<file path="src/rtl/pulp_cluster_package.sv">
// Constants shared by the cluster peripheral interconnect: slot map, mapped-slot mask
// and the data pattern returned for accesses to unmapped slots.
package pulp_cluster_package;

    localparam int NB_SPERIPHS = 8;

    localparam int SPER_EOC_ID      = 0;
    localparam int SPER_TIMER_ID    = 1;
    localparam int SPER_EVENT_U_ID  = 2;
    localparam int SPER_RESERVED_ID = 3;
    localparam int SPER_HWPE_ID     = 4;
    localparam int SPER_ICACHE_CTRL = 5;
    localparam int SPER_DMA_ID      = 6;
    localparam int SPER_EXT_ID      = 7;

    localparam logic [NB_SPERIPHS-1:0] SPER_VALID_MASK = 8'b1111_0111;
    localparam logic [31:0]            SPER_ERR_RDATA  = 32'hBADACCE5;

endpackage

</file>
<file path="src/rtl/speriph_outstanding_tracker.sv">
// Counts granted-but-unanswered accesses and remembers the target they went to.
// cur_tgt_o | meaning: MSB clear = slave index in low bits, MSB set = ERR (router answers)
module speriph_outstanding_tracker #(
    parameter int TGT_W           = 4,
    parameter int MAX_OUTSTANDING = 4,
    parameter int CNT_W           = $clog2(MAX_OUTSTANDING + 1)
) (
    input  logic             clk_i,
    input  logic             rst_ni,
    input  logic [TGT_W-1:0] tgt_i,
    input  logic             hs_i,
    input  logic             resp_i,
    output logic             can_accept_o,
    output logic [TGT_W-1:0] cur_tgt_o,
    output logic [CNT_W-1:0] cnt_o
);

    localparam logic [CNT_W-1:0] CNT_MAX = CNT_W'(MAX_OUTSTANDING);

    assign can_accept_o = (cnt_o < CNT_MAX) && ((cnt_o == '0) || (tgt_i == cur_tgt_o));

    always_ff @(posedge clk_i or negedge rst_ni) begin
        if (!rst_ni) begin
            cnt_o     <= '0;
            cur_tgt_o <= '0;
        end else begin
            if (hs_i) begin
                cur_tgt_o <= tgt_i;
            end
            case ({hs_i, resp_i})
                2'b10:   cnt_o <= cnt_o + CNT_W'(1);
                2'b01:   cnt_o <= cnt_o - CNT_W'(1);
                default: cnt_o <= cnt_o;
            endcase
        end
    end

endmodule

</file>
<file path="src/rtl/cluster_speriph_router.sv">
// Routes one master port onto the cluster peripheral slaves; responses stay in order
// because the target cannot change while any access is outstanding.
module cluster_speriph_router #(
    parameter int NB_SPERIPHS     = pulp_cluster_package::NB_SPERIPHS,
    parameter int ADDR_WIDTH      = 32,
    parameter int DATA_WIDTH      = 32,
    parameter int ID_WIDTH        = 8,
    parameter int MAX_OUTSTANDING = 4,
    parameter int SEL_LSB         = 10,
    parameter logic [NB_SPERIPHS-1:0] VALID_MASK = pulp_cluster_package::SPER_VALID_MASK
) (
    input  logic                    clk_i,
    input  logic                    rst_ni,
    input  logic                    m_req_i,
    output logic                    m_gnt_o,
    input  logic [ADDR_WIDTH-1:0]   m_add_i,
    input  logic                    m_wen_i,
    input  logic [DATA_WIDTH-1:0]   m_wdata_i,
    input  logic [DATA_WIDTH/8-1:0] m_be_i,
    input  logic [ID_WIDTH-1:0]     m_id_i,
    output logic                    m_r_valid_o,
    output logic [DATA_WIDTH-1:0]   m_r_rdata_o,
    output logic                    m_r_opc_o,
    output logic [ID_WIDTH-1:0]     m_r_id_o,
    output logic [NB_SPERIPHS-1:0]  s_req_o,
    input  logic [NB_SPERIPHS-1:0]  s_gnt_i,
    output logic [ADDR_WIDTH-1:0]   s_add_o   [NB_SPERIPHS],
    output logic [NB_SPERIPHS-1:0]  s_wen_o,
    output logic [DATA_WIDTH-1:0]   s_wdata_o [NB_SPERIPHS],
    output logic [DATA_WIDTH/8-1:0] s_be_o    [NB_SPERIPHS],
    output logic [ID_WIDTH-1:0]     s_id_o    [NB_SPERIPHS],
    input  logic [NB_SPERIPHS-1:0]  s_r_valid_i,
    input  logic [DATA_WIDTH-1:0]   s_r_rdata_i [NB_SPERIPHS],
    input  logic [NB_SPERIPHS-1:0]  s_r_opc_i,
    input  logic [ID_WIDTH-1:0]     s_r_id_i    [NB_SPERIPHS]
);

    localparam int IDX_W = $clog2(NB_SPERIPHS);
    localparam int TGT_W = IDX_W + 1;
    localparam int CNT_W = $clog2(MAX_OUTSTANDING + 1);
    localparam logic [TGT_W-1:0]      TGT_ERR   = {1'b1, {IDX_W{1'b0}}};
    localparam logic [DATA_WIDTH-1:0] ERR_RDATA = DATA_WIDTH'(pulp_cluster_package::SPER_ERR_RDATA);

    logic [IDX_W-1:0]       idx;
    logic [IDX_W-1:0]       cur_idx;
    logic [TGT_W-1:0]       tgt;
    logic [TGT_W-1:0]       cur_tgt;
    logic [CNT_W-1:0]       cnt;
    logic                   mapped;
    logic                   can_accept;
    logic                   accept;
    logic                   hs;
    logic                   resp;
    logic                   cur_err;
    logic                   err_pend_q;
    logic [ID_WIDTH-1:0]    err_id_q;
    logic [NB_SPERIPHS-1:0] expect_rvalid;

    assign idx     = m_add_i[SEL_LSB +: IDX_W];
    assign mapped  = VALID_MASK[idx];
    assign tgt     = mapped ? {1'b0, idx} : TGT_ERR;
    assign cur_err = cur_tgt[IDX_W];
    assign cur_idx = cur_tgt[IDX_W-1:0];

    // Reset gates the request path so nothing leaks out while rst_ni is held low.
    assign accept = rst_ni & can_accept;
    assign hs     = m_req_i & m_gnt_o;

    speriph_outstanding_tracker #(
        .TGT_W           (TGT_W),
        .MAX_OUTSTANDING (MAX_OUTSTANDING),
        .CNT_W           (CNT_W)
    ) u_tracker (
        .clk_i        (clk_i),
        .rst_ni       (rst_ni),
        .tgt_i        (tgt),
        .hs_i         (hs),
        .resp_i       (resp),
        .can_accept_o (can_accept),
        .cur_tgt_o    (cur_tgt),
        .cnt_o        (cnt)
    );

    always_comb begin
        for (int i = 0; i < NB_SPERIPHS; i++) begin
            s_add_o[i]   = m_add_i;
            s_wdata_o[i] = m_wdata_i;
            s_be_o[i]    = m_be_i;
            s_id_o[i]    = m_id_i;
        end
    end
    assign s_wen_o = {NB_SPERIPHS{m_wen_i}};

    always_comb begin
        s_req_o = '0;
        m_gnt_o = 1'b0;
        if (accept) begin
            if (mapped) begin
                s_req_o[idx] = m_req_i;
                m_gnt_o      = s_gnt_i[idx];
            end else begin
                m_gnt_o = m_req_i;
            end
        end
    end

    always_comb begin
        resp        = 1'b0;
        m_r_opc_o   = 1'b0;
        m_r_rdata_o = '0;
        m_r_id_o    = '0;
        if (cur_err) begin
            if (err_pend_q) begin
                resp        = 1'b1;
                m_r_opc_o   = 1'b1;
                m_r_rdata_o = ERR_RDATA;
                m_r_id_o    = err_id_q;
            end
        end else if ((cnt != '0) && s_r_valid_i[cur_idx]) begin
            resp        = 1'b1;
            m_r_opc_o   = s_r_opc_i[cur_idx];
            m_r_rdata_o = s_r_rdata_i[cur_idx];
            m_r_id_o    = s_r_id_i[cur_idx];
        end
    end
    assign m_r_valid_o = resp;

    // Unmapped accesses always answer exactly one cycle after their grant.
    always_ff @(posedge clk_i or negedge rst_ni) begin
        if (!rst_ni) begin
            err_pend_q <= 1'b0;
            err_id_q   <= '0;
        end else begin
            err_pend_q <= hs & ~mapped;
            if (hs && !mapped) begin
                err_id_q <= m_id_i;
            end
        end
    end

    always_comb begin
        expect_rvalid = '0;
        if ((cnt != '0) && !cur_err) begin
            expect_rvalid[cur_idx] = 1'b1;
        end
    end

    a_no_stray_rvalid: assert property (@(posedge clk_i) disable iff (!rst_ni)
        (s_r_valid_i & ~expect_rvalid) == '0);

endmodule

</file>
<file path="config.mk">
export PLATFORM = sky130hd
export DESIGN_NAME = cluster_speriph_router
export DESIGN_NICKNAME = d
export VERILOG_FILES = /design/src/rtl/pulp_cluster_package.sv /design/src/rtl/speriph_outstanding_tracker.sv /design/src/rtl/cluster_speriph_router.sv
export SDC_FILE = /design/constraint.sdc
export NUM_CORES = 1
export LEC_CHECK = 0
export CORE_AREA = 4 4 417 419
export CTS_CLUSTER_DIAMETER = 60
export DETAILED_ROUTE_END_ITERATION = 8
export DIE_AREA = 0 0 421 423
export SETUP_SLACK_MARGIN = 0.05
export SYNTH_ARGS = -nofsm -noshare
export SYNTH_HDL_FRONTEND = slang
export SYNTH_HIERARCHICAL = 1
export SYNTH_SLANG_ARGS = --single-unit
</file>
<file path="constraint.sdc">
create_clock -name clk_i -period 7.5 [get_ports clk_i]
set_input_delay 1.5 -clock clk_i [delete_from_list [all_inputs] [get_ports clk_i]]
set_output_delay 1.5 -clock clk_i [all_outputs]
set_load 0.03 [all_outputs]
</file>
==> impl_metrics.json, run 1 <==
{
  "pwr-share-clk": 0.035,
  "drt_iter0_markers": 203,
  "fmax_ghz": 0.168,
  "holdWs_ns": 0.502,
  "finClkSkew_ns": 0.00229,
  "ctsHoldBuffers": 0,
  "p_per_area_nw_per_um2": 277,
  "cp-end-kind": "primary output",
  "synth-async-reset-ratio": 1.00,
  "p_seq_frac": 0.088,
  "io_pins": 1091,
  "power.total_w": 0.00330,
  "switching_share": 0.566,
  "synthCells": 917,
  "tns_ns": 0,
  "post-route-min-period_ns": 5.95,
  "vias_per_cell": 1.90,
  "multiInputGateArea_um2": 3500,
  "min_path_type": "register to register",
  "synth_enable_flop_cells": 0,
  "rr_worst_depth": 8,
  "detail_route.first_pass.iterations": 4,
  "wl_um": 59200,
  "post-route-period-util": 0.793,
  "grt_max_degree": 44,
  "synth-seq-cells": 16,
  "cts_tree": "yes",
  "yosysWarnings": 6,
  "grt_antenna_before_repair": 31,
  "worstPathRequired_ns": 6.00,
  "rsz0062_at_grt": "no",
  "clk_pin_slew_worst_paths_ns": 0.05,
  "max_slew_margin": 0.329,
  "cts_resized": 0,
  "seq_area_um2": 412,
  "cts_root_buffer": "clkbuf_16",
  "final_util": 0.0698,
  "fin_nets": 1195,
  "die_area_um2": 178000,
  "outcome": "finished, final reports clean",
  "clk_latency_ns": 0.25,
  "crit_arrival_ns": 4.45,
  "crit_type": "input pin to primary output",
  "switching_power_w": 0.00187,
  "r2r_end": "u_tracker/cnt_o[1]",
  "grt.total_usage": 0.0618,
  "intPower_w": 0.00143,
  "clock-sinks": 16,
  "synth_fp_nets": 1343,
  "overflow": 0,
  "path_cells": "clkdlybuf4s50_1 -> buf_4 -> nand3b_1 -> and2_1 -> xnor2_1 -> a41oi_1 -> nor2_1 -> nand3_1 -> or2_2 -> nor2_1 -> clkdlybuf4s50_1",
  "r2r_setup_slack_ns": 4.02,
  "die_h_um": 423,
  "ys.flop_type": "dfrtp_1",
  "core-area_um2": 171000,
  "vdd_drop_max_v": 0.000246,
  "startpoint": "m_add_i[10]",
  "post-cts-setup-buffers": 0,
  "first_global_vias": 6269,
  "maxCapViolations": 0,
  "initial_core_util": 0.0519,
  "r2r-start": "u_tracker/cur_tgt_o[0]",
  "pre_cts_slack_ns": 1.55,
  "portBuffers": 494,
  "hold_viol": 0,
  "vias": 5716,
  "seq_area_frac_synth": 0.0452,
  "grt_pass1_wl_um": 71800,
  "crit_fanout": 14,
  "syn_avg_cell_area_um2": 9.65,
  "slew_viol_final": 0,
  "syn2layout_area_growth_pct": 34.6,
  "setup_violations": 0,
  "slowest_stage": "clkdlybuf4s50_1",
  "gp_congestion": 0.786,
  "wire_per_inst_um": 19.6,
  "worst_pin_slew_ns": 0.978,
  "dp_hpwl_um": 54100,
  "ant_nets": 0,
  "fillers": 19800,
  "remaining_drc_errors": 0,
  "layout_setup_ws_ns": 1.55,
  "leakagePower_nw": 3.49,
  "cts_buffer_depth": 2,
  "die_x_um": 421,
  "layout-drive-gt1-share": 0.147,
  "critical_path.max_stage_delay_ns": 0.77,
  "rows": 152,
  "critPathLaunchType": "input pin",
  "numCtsBuffers": 3,
  "cp-endpoint": "s_req_o[6]",
  "pwr-share-comb": 0.878,
  "synth.distinct_cells": 34,
  "syn-cell-area_um2": 8850,
  "htreeDepth": 1
}
[power by group through the flow]
stage	combinational [W]	clock, W	sequential, W
after floorplan	0.00230	0	0.000149
after global placement	0.00305	0	0.000305
after detailed placement	0.00306	0	0.000306
after CTS	0.00307	0.000119	0.000305
after global routing	0.00311	0.000124	0.000314
final	0.00290	0.000115	0.000290
[per-stage QoR]
| step | instances | instance area, um2 |
|---|---|---|
| 2_1_floorplan | 917 | 8850 |
| 3_3_place_gp | 2997 | 11800 |
| 3_5_place_dp | 2997 | 11800 |
| 4_1_cts | 3001 | 11900 |
| 5_1_grt | 3004 | 11900 |
| 6_report | 3015 | 11900 |
[cells in the final DEF (no fill, tap or decap), types with 12 or more instances in the layout]
cell type and count:
diode_2 14, o41ai_2 26, dfrtp_1 13, mux4_2 45, mux2_2 12, mux2i_1 44, clkdlybuf4s50_1 493, nor4_1 13
buf_4 15, mux4_1 40
[worst min-delay path by stage]
stage / startpoint / endpoint / slack, ns / cells past startpoint
6_report: err_id_q[0] / err_id_q[0] / 0.50 / 1
5_1_grt: err_id_q[0] / err_id_q[0] / 0.53 / 1
4_1_cts: err_id_q[0] / err_id_q[0] / 0.51 / 1
3_5_place_dp: err_id_q[0] / err_id_q[0] / 0.50 / 1
3_3_place_gp: err_id_q[5] / err_id_q[5] / 0.49 / 1
2_1_floorplan: u_tracker/cnt_o[2] / u_tracker/cnt_o[2] / 0.46 / 1
[kinds of logic (layout without fill, tap and decap cells)]
| group | Yosys count | in the layout | synth area share |
|---|---|---|---|
| xor+xnor | 7 | 7 | 0.00693 |
| simple gates | 51 | 51 | 0.0294 |
| compound gates | 31 | 31 | 0.0526 |
| flops | 16 | 16 | 0.0452 |
| other cells | 1 | 15 | 0.000424 |
| buf+inv | 667 | 518 | 0.562 |
| mux | 142 | 142 | 0.299 |
| fa+ha+maj | 2 | 2 | 0.00368 |
[final cells by class]
type	instances	area share
diodes	14	0.00294
clock buffers	4	0.00746
inverters	5	0.00158
multi-input cells	234	0.294
flip-flops and latches	16	0.0346
well taps	2233	0.235
repair buffers	509	0.425
[synthesized netlist by cell type (all sizes together), types with 3 or more instances]
cell	number	share of area
and2	3	0.0021
mux2i	45	0.051
mux2	12	0.015
nor4	13	0.0092
dfrtp	16	0.045
nor3	3	0.0017
nor2	12	0.0054
nand2	11	0.0047
mux4	85	0.23
o41ai	28	0.050
xnor2	5	0.0049
buf	648	0.55
clkbuf	14	0.0059
inv	5	0.0021
[registers in the layout (all words and copies together) (netlist names)]
register             cells
err_pend_q               1
u_tracker/cur_tgt_o      4
u_tracker/cnt_o          3
err_id_q                 8
[per-layer routing]
layer	share of wire	wire (um)	GRT usage
met5	0.0031	183	0.00538
met4	0.030	1770	0.0150
met3	0.11	6790	0.0317
met2	0.49	29300	0.108
met1	0.36	21200	0.0653
[worst max-delay path, delay by kind of cell]
kind                   cells  cell delay, ns
buffers and inverters      3            1.45
AND/OR/NAND/NOR            6            1.19
XOR/XNOR                   1            0.17
AO/OA/AOI/OAI              1            0.13
(Power assumes the default switching activity.)
==> run 2: changes to the inputs <==
--- a/config.mk
+++ b/config.mk
@@ -5,10 +5,10 @@
 export SDC_FILE = /design/constraint.sdc
 export NUM_CORES = 1
 export LEC_CHECK = 0
-export CORE_AREA = 4 4 417 419
+export CORE_AREA = 4 4 420 422
 export CTS_CLUSTER_DIAMETER = 60
 export DETAILED_ROUTE_END_ITERATION = 8
-export DIE_AREA = 0 0 421 423
+export DIE_AREA = 0 0 424 426
 export SETUP_SLACK_MARGIN = 0.05
 export SYNTH_ARGS = -nofsm -noshare
 export SYNTH_HDL_FRONTEND = slang
==> constraint.sdc (replaced) <==
create_clock -name clk_i -period 6.19 [get_ports clk_i]
set_input_delay 1.238 -clock clk_i [delete_from_list [all_inputs] [get_ports clk_i]]
set_output_delay 1.238 -clock clk_i [all_outputs]
set_load 0.03 [all_outputs]
==> impl_metrics.json, run 2 (synthesized netlist as in run 1, its figures left out) <==
{
  "rows": 153,
  "syn2layout_area_growth_pct": 36.5,
  "critical_path.max_stage_delay_ns": 0.70,
  "critPathLaunchType": "input pin",
  "remaining_drc_errors": 0,
  "wl_met3_um": 8440,
  "crit_arrival_ns": 4.25,
  "met1_length_um": 18100,
  "ctsHoldBuffers": 0,
  "die_x_um": 424,
  "post-route-period-util": 0.886,
  "grt_pass1_wl_um": 72100,
  "outcome": "finished, final reports clean",
  "htreeDepth": 1,
  "die_h_um": 426,
  "cts_buffer_depth": 2,
  "drt_iter0_markers": 237,
  "crit_type": "input pin to primary output",
  "min_path_type": "register to register",
  "post-route-min-period_ns": 5.49,
  "layout.cells.most_common": "clkdlybuf4s50_1",
  "dpl-instance-area_um2": 12000,
  "met2_wirelength_um": 31200,
  "clk_latency_ns": 0.25,
  "top_layer": "met5",
  "portBuffers": 494,
  "wl_um": 59900,
  "crit_path_frequent_cell": "clkdlybuf4s50_1",
  "rsz0062_at_grt": "no",
  "r2r_end": "u_tracker/cnt_o[2]",
  "path_cells": "clkdlybuf4s50_1 -> nand3b_1 -> and2_1 -> xnor2_1 -> a41oi_1 -> nor2_1 -> nand3_1 -> or2_2 -> nor3_1 -> clkdlybuf4s50_1",
  "r2r_setup_slack_ns": 2.94,
  "startpoint": "m_add_i[12]",
  "pre_cts_slack_ns": 0.730,
  "numCtsBuffers": 3,
  "post-cts-setup-buffers": 0,
  "hold_viol": 0,
  "slew_viol_final": 0,
  "cp-end-kind": "primary output",
  "layout_setup_ws_ns": 0.703,
  "ant_nets": 0,
  "worstPathRequired_ns": 4.95,
  "gp_congestion": 0.818,
  "initial_core_util": 0.0511,
  "fin_cells": 3112,
  "setup_violations": 0,
  "fmax_ghz": 0.182,
  "crit_fanout": 9,
  "hold_path.startpoint": "err_id_q[4]",
  "tns_ns": 0,
  "finClkSkew_ns": 0.00542,
  "maxCapViolations": 0,
  "layout-drive-gt1-share": 0.147,
  "rr_worst_depth": 9,
  "vias_per_cell": 1.87,
  "clk_pin_slew_worst_paths_ns": 0.05,
  "largest_register_ff_count": 8,
  "r2r-start": "u_tracker/cur_tgt_o[1]",
  "core-area_um2": 173000,
  "dp_hpwl_um": 54400,
  "detail_route.first_pass.iterations": 4,
  "worstHoldPathCells": 1,
  "overflow": 0,
  "cts_resized": 0,
  "grt.total_usage": 0.0617,
  "fillers": 20300,
  "cts_root_buffer": "clkbuf_16",
  "cts_tree": "yes",
  "p_per_area_nw_per_um2": 330,
  "stdcell_area_um2": 12100,
  "wire_per_inst_um": 19.3,
  "clock-sinks": 16,
  "reg_top3": "err_id_q: 8 flops, u_tracker/cur_tgt_o: 4 flops, u_tracker/cnt_o: 3 flops",
  "max_slew_margin": 0.361,
  "worst_pin_slew_ns": 0.959,
  "slowest_stage": "clkdlybuf4s50_1",
  "first_global_vias": 6145,
  "io_pins": 1091,
  "grt_max_degree": 46,
  "leakagePower_nw": 3.50,
  "grt_antenna_before_repair": 59,
  "dp_cells": 3091,
  "vias": 5814,
  "largest_register": "err_id_q",
  "fin_nets": 1197,
  "mostFrequentLayoutCells": "493 x clkdlybuf4s50_1, 45 x mux2i_1, 45 x mux4_2",
  "die_area_um2": 181000,
  "vdd_drop_max_v": 0.000234,
  "hold_path_end": "err_id_q[4]"
}
run 2: through the flow:
step	hold slack, ns	utilization	total power, W
5_1_grt	0.530	0.0697	0.00428
6_report	0.506	0.0698	0.00399
3_3_place_gp	0.488	0.0691	0.00410
3_5_place_dp	0.496	0.0691	0.00412
2_1_floorplan	0.464	-	0.00297
4_1_cts	0.507	0.0695	0.00425
run 2: layout make-up:
type                       count  area, um2  share of cell area
timing repair buffer         511       5120               0.424
inverter                       5       18.8             0.00155
multi-input combinational    234       3490               0.289
antenna                       17       42.5             0.00352
sequential                    16        412              0.0341
clock buffer                   4       78.8             0.00653
tap                         2325       2910               0.241
run 2: how the worst max path moves through the flow:
| stage | endpoint | cells after the start |
|---|---|---|
| 2_1_floorplan | s_req_o[0] | 9 |
| 3_3_place_gp | s_req_o[0] | 10 |
| 3_5_place_dp | s_req_o[0] | 10 |
| 4_1_cts | s_req_o[0] | 10 |
| 5_1_grt | s_req_o[0] | 10 |
| 6_report | s_req_o[0] | 10 |
run 2: critical path: cells and delay by family:
| family | cells | cell delay, ns |
|---|---|---|
| buffers and inverters | 2 | 1.34 |
| and+or+nand+nor | 6 | 1.39 |
| AOI/OAI and AO/OA | 1 | 0.13 |
| xor gates and xnor gates | 1 | 0.14 |
run 2: where the power goes:
group	switching [W]	total [W]	internal (W)
clock	0.0000390	0.000126	0.0000872
sequential	0.000189	0.000344	0.000156
combinational	0.00199	0.00352	0.00152
run 2: layer usage:
metal  vias to the layer above  global-route usage
met5                         -             0.00565
met4                        14              0.0174
met3                       130              0.0391
met2                       698               0.113
met1                      2673              0.0556
li1                       2299                   -
